[config.mk]
export PLATFORM = sky130hd
export DESIGN_NAME = t_flip_flop_array
export DESIGN_NICKNAME = d
export VERILOG_FILES = /design/src/rtl/t_ff_pkg.sv /design/src/rtl/t_ff_cell.sv /design/src/rtl/t_flip_flop_array.sv
export SDC_FILE = /design/constraint.sdc
export NUM_CORES = 1
export LEC_CHECK = 0
export CORE_AREA = 2 2 39 41
export DETAILED_ROUTE_END_ITERATION = 10
export DIE_AREA = 0 0 41 43
export PLACE_DENSITY_LB_ADDON = 0.12
export SYNTH_ARGS = -nofsm -noshare
export SYNTH_HDL_FRONTEND = slang
export SYNTH_SLANG_ARGS = --single-unit
[constraint.sdc]
create_clock -name clk -period 1.8 [get_ports clk]
set_input_delay 0.36 -clock clk [delete_from_list [all_inputs] [get_ports clk]]
set_output_delay 0.36 -clock clk [all_outputs]
set_load 0.02 [all_outputs]
[src/rtl/t_ff_pkg.sv]
// Shared constants and the COUNT-mode toggle chain for the T flip-flop array.
// Optional feature macro used by the array: T_FF_LOAD_EN.
package t_ff_pkg;

  localparam logic MODE_INDEP = 1'b0;
  localparam logic MODE_COUNT = 1'b1;
  localparam int   MAX_WIDTH  = 32;

  // T[0] is always 1; each higher bit toggles when every lower bit sits at the carry/borrow value.
  function automatic logic [MAX_WIDTH-1:0] toggle_vec(input logic [MAX_WIDTH-1:0] q,
                                                      input logic                 up);
    logic [MAX_WIDTH-1:0] tv;
    tv    = '0;
    tv[0] = 1'b1;
    for (int i = 1; i < MAX_WIDTH; i++) begin
      tv[i] = tv[i-1] & (up ? q[i-1] : ~q[i-1]);
    end
    return tv;
  endfunction

endpackage

[src/rtl/t_ff_cell.sv]
// One clocked T flip-flop with synchronous reset and a load that outranks the enable.
// Priority on each rising edge: rst > ld > (en & t) toggle > hold. Output is the registered state.
module t_ff_cell (
  input  logic clk,
  input  logic rst,
  input  logic en,
  input  logic t,
  input  logic ld,
  input  logic d,
  output logic q
);

  logic q_q;
  logic q_d;

  always_comb begin
    q_d = q_q;
    if (ld) begin
      q_d = d;
    end else if (en && t) begin
      q_d = ~q_q;
    end
  end

  always_ff @(posedge clk) begin
    if (rst) begin
      q_q <= 1'b0;
    end else begin
      q_q <= q_d;
    end
  end

  assign q = q_q;

endmodule

[src/rtl/t_flip_flop_array.sv]
// WIDTH T flip-flops: per-bit toggling (mode=0) or a chained up/down counter with terminal count (mode=1).
// Edge-triggered, one cycle to q; macro T_FF_LOAD_EN adds the load/d parallel-load ports.
module t_flip_flop_array
  import t_ff_pkg::*;
#(
  parameter int WIDTH = 4
) (
  input  logic             clk,
  input  logic             rst,
  input  logic             en,
  input  logic             mode,
  input  logic             up,
  input  logic [WIDTH-1:0] t,
`ifdef T_FF_LOAD_EN
  input  logic             load,
  input  logic [WIDTH-1:0] d,
`endif
  output logic [WIDTH-1:0] q,
  output logic [WIDTH-1:0] q_bar,
  output logic             tc
);

  logic                 ld_sel;
  logic [WIDTH-1:0]     ld_dat;
  logic [MAX_WIDTH-1:0] q_ext;
  logic [MAX_WIDTH-1:0] chain_t;
  logic [WIDTH-1:0]     t_vec;

`ifdef T_FF_LOAD_EN
  assign ld_sel = load;
  assign ld_dat = d;
`else
  assign ld_sel = 1'b0;
  assign ld_dat = '0;
`endif

  // Upper bits of the extended word never influence the low WIDTH toggle bits.
  always_comb begin
    q_ext             = '0;
    q_ext[WIDTH-1:0]  = q;
    chain_t           = toggle_vec(q_ext, up);
    t_vec             = (mode == MODE_COUNT) ? chain_t[WIDTH-1:0] : t;
  end

  for (genvar i = 0; i < WIDTH; i++) begin : g_cell
    t_ff_cell u_cell (
      .clk (clk),
      .rst (rst),
      .en  (en),
      .t   (t_vec[i]),
      .ld  (ld_sel),
      .d   (ld_dat[i]),
      .q   (q[i])
    );
  end

  assign q_bar = ~q;
  assign tc    = en & (mode == MODE_COUNT) & (up ? (&q) : ~(|q));

endmodule

# Yosys cells after proc, flatten, opt, wreduce, memory -nomap -nowiden
# Cells that the tools add are included.
[op_classes] reduce_logical=6 n_bitwise=10 muxes=5
[ops] cell="1-bit inverter" count=5
[ops] cell="1-bit bitwise AND" count=4
[ops] cell="1-bit logical AND" count=4
[ops] cell="1-bit 2-to-1 mux" count=4
[ops] cell="4-bit 2-to-1 mux" count=1
[ops] cell="4-bit inverter" count=1
[ops] cell="4-bit AND reduction" count=1
[ops] cell="4-bit OR reduction" count=1
[word_totals] out_inout_bits=9 register_bits=4 inputBits=9 elab_cells=25

# Logic depth before layout (Yosys ltp)
[depth] word_depth=6 ltp_mapped=4 mapped_depth_nobuf=3

# By module
# Synthesis repeated with hierarchy kept, for this count alone.
[hier_totals] cells_unflattened=43 hier_area_um2=342.8
[modules_own_cells] module="t_ff_cell" seq_area_each_um2=20.0 area_each_um2=56.3 cells_each=5 n_inst=4
[modules_own_cells] module="t_flip_flop_array" seq_area_each_um2=0.0 area_each_um2=117.6 cells_each=23 n_inst=1

# Least setup slack after synthesis
# OpenSTA, ideal clock, no wires.
[synth_path] path_kind="register to output" startpoint="register g_cell[0].u_cell.q_q" endpoint="output port tc" path_buffers=0 path_stages_with_launch=4 t_required_ns=1.440 arrival_time_ns=1.257 setup_slack_ns=0.183 cell_sequence="dfxtp_1 -> or4_4 -> mux2i_1 -> and3_1"
[synth_via] elab_chain_len=4 elab_cells_between_ends=5 classes_between="mux (1); bitwise (2); reduce/logical (2)"
[synth_rtl] element="from (decl)" line="t_ff_cell.sv:13" text="logic q_q;"
[synth_rtl] element="from (signal assigned)" line="t_ff_cell.sv:29" text="q_q <= q_d;"
[synth_rtl] element="4-bit OR reduction" line="t_flip_flop_array.sv:58" text="assign tc = en & (mode == MODE_COUNT) & (up ? (&q) : ~(|q));"
[synth_rtl] element="1-bit inverter" line="t_flip_flop_array.sv:58"
[synth_rtl] element="1-bit 2-to-1 mux (*)" line="t_flip_flop_array.sv:58"
[synth_rtl] element="1-bit bitwise AND (*)" line="t_flip_flop_array.sv:58"
[synth_rtl] element="to (decl)" line="t_flip_flop_array.sv:20" text="output logic tc"
# Mark *: on every way between the ends. The rest lies on a longest branch, timed or not.

# Final worst setup path
# Ends and elaborated chain as after synthesis.

==> results.cfg <==
[run_status]
status = finished with violations
violations = negative setup slack

[routing]
drt_iter0_markers = 1
routed_wirelength_um = 851
vias_per_cell = 4.51
drcViolationCount = 0
detail_route.wl_per_cell_um = 10.3
num_vias = 374
first_pass_iters = 2
postRouteAntennaNets = 0

[floorplan]
die_width_um = 41
start_util_pct = 24.0
die_area_sq_um = 1760
rows = 14
top_level_ports = 18
die_h_um = 43
core_area_sq_um = 1380

[logic_synthesis]
synth_top_family_by_area = simple AND/OR/NAND/NOR gates
synthesis.area_sq_um = 332
synthSimpleGateAreaFrac_pct = 35.8
synth_cell_types = 25
synth_seq_cells = 4
synth_compound_area_share_pct = 13.6
synth_fp_nets = 52
muxShareOfSynthArea_pct = 6.42
synthAdderAreaFrac_pct = 0
synth_cells = 43
postSynthAreaPerCell_sq_um = 7.71
ys_warn_count = 0
seq_area_frac_synth_pct = 24.2
synthXorXnorAreaFrac_pct = 5.28

[worst_setup_path]
cp.required_ns = 1.44
crit_fanout = 2
worstSetupStartpointType = register
crit_type = reg -> out
timing.rr.start = g_cell[0].u_cell.q
timing.rr.end = g_cell[2].u_cell.q
arrival_ns = 1.47
end_kind = output pin
reg2reg_depth = 4
rrSetupSlack_ns = 0.23

[timing]
postLayoutSetupSlackWorst_ns = -0.0268
fin_skew_ns = 0.00253
slew_headroom_pct = 76.3
hold_violations = 0
rsz0062_at_grt = yes
tightest_slew_ns = 0.346
post-route-period-util_pct = 101
slew_viol_final = 0
whs_ns = 0.637
setup_viol = 1
tns_ns = -0.0268
maxClockFrequency_ghz = 0.547
min_period_ns = 1.83

[place]
io_buffers = 17
place_congestion = 0.678
dp_hpwl_um = 695

[cts]
cts_buffers = 3
post_cts_buffers = 0
insertion_delay_ns = 0.23
htree_levels = 1
cts_tree = done
cts-root-buf = clkbuf_4
clk_pin_slew_ns = 0.04
clockBufferDepth = 2
cts_sinks = 4

[run]
max_cap_viol_count = 0

[pwr]
p_leak_nw = 0.244
irDropWorstVdd_v = 0.000248
power_density_nw_per_um2 = 704

[finish]
drive_above_1_share_pct = 26.9
nets = 78
syn_to_final_growth_pct = 73.2
fillers = 154
largest_reg_flops = 4
diodes = 0

[grt]
antenna_found_initial = 0
grt_overflow = 0
grt_pass1_wl_um = 1470
track_usage_pct = 12.6
grt_max_degree = 10
grt_pass1_vias = 366

[hold_path]
hold_end = g_cell[3].u_cell.q
whs_path_depth = 5
min_path_type = in -> reg
min_from = up
-- synth_stat cells (all sizes together) --
cell     number  area [sq um]
a2111oi       1          8.76
a21oi         1          5.00
a311o         1          10.0
a31oi         1          6.26
and3          2          12.5
buf           4          30.0
clkbuf        1          3.75
dfxtp         4          80.1
inv           4          15.0
mux2          1          11.3
mux2i         1          10.0
nand2         1          3.75
nand2b        1          6.26
nand3         2          10.0
nand4         2          12.5
nor2          3          11.3
nor2b         2          12.5
nor3b         1          7.51
o21ai         3          15.0
or2           1          6.26
or3           2          13.8
or4           1          11.3
or4bb         1          11.3
xnor2         2          17.5
-- area by class of cell --
cell class                 instances  area [sq um]  share of cell area (%)
clock buffer                       3          22.5                    3.92
inverter                           4          15.0                    2.61
multi-input combinational         30           203                    35.3
sequential                         4          80.1                    13.9
tap                               16          20.0                    3.49
timing repair buffer              26           234                    40.7
-- layout by cell type (no fill, tap or decap), drive strengths merged --
master / n
a2111oi: 1
a21oi: 1
a311o: 1
a31oi: 1
and3: 2
buf: 11
clkbuf: 3
clkdlybuf4s50: 15
dfxtp: 4
inv: 4
mux2: 1
mux2i: 1
nand2: 1
nand2b: 1
nand3: 2
nand4: 2
nor2: 3
nor2b: 2
nor3b: 1
o21ai: 3
or2: 1
or3: 2
or4: 1
or4bb: 1
xnor2: 2
-- kinds of logic after synthesis --
logic type,count (synthesis)
buf+inv,9
flops,4
mux,2
simple gates,19
xor+xnor,2
compound gates,7
-- metal layers --
layer	share of wire, %	vias to the layer above	wire length [um]	track usage [%]
met5	0	-	0	0
met4	0	0	0	8.00
met3	5.6	0	48	4.71
met2	44	14	374	15.6
met1	50	163	428	17.6
li1	-	197	-	-
-- power breakdown --
part	switching [W]	total, W	internal, W
registers	0.00000680	0.000107	0.000101
logic	0.0000844	0.000187	0.000103
clock network	0.0000352	0.000110	0.0000745
total	0.000126	0.000404	0.000278
-- what timing repair did --
action | CTS | global route
endpoints found under the setup margin | 1 | 1
gates resized for setup | 10 | 0
hold buffers | 0 | 0
pin swaps | 2 | 0
-- how the worst max path moves through the flow --
stage	cells after the start	to	from	slack [ns]
global route	4	tc	g_cell[0].u_cell.q	-0.08
detailed placement	5	tc	up	-0.65
global placement	5	tc	up	-0.65
floorplan	3	tc	g_cell[0].u_cell.q	0.18
CTS	4	tc	g_cell[0].u_cell.q	-0.04
finish	4	tc	g_cell[0].u_cell.q	-0.03
-- metrics by stage --
step	util, %	total power (W)	std cells	instance area [sq um]	worst slack, ns
floorplan	-	0.000212	43	332	0.183
global placement	40.1	0.000299	80	556	-0.645
detailed placement	40.1	0.000298	80	556	-0.652
CTS	41.5	0.000413	83	574	-0.0439
global route	41.5	0.000433	83	574	-0.0770
finish	41.5	0.000404	83	574	-0.0268
-- critical path, cell delays in order, from the launching register on --
cell	delay, ns
dfxtp_1	0.31
or4_4	0.51
mux2i_1	0.13
and3_1	0.17
buf_6	0.12
No activity file was read; power rests on OpenSTA's default activity.
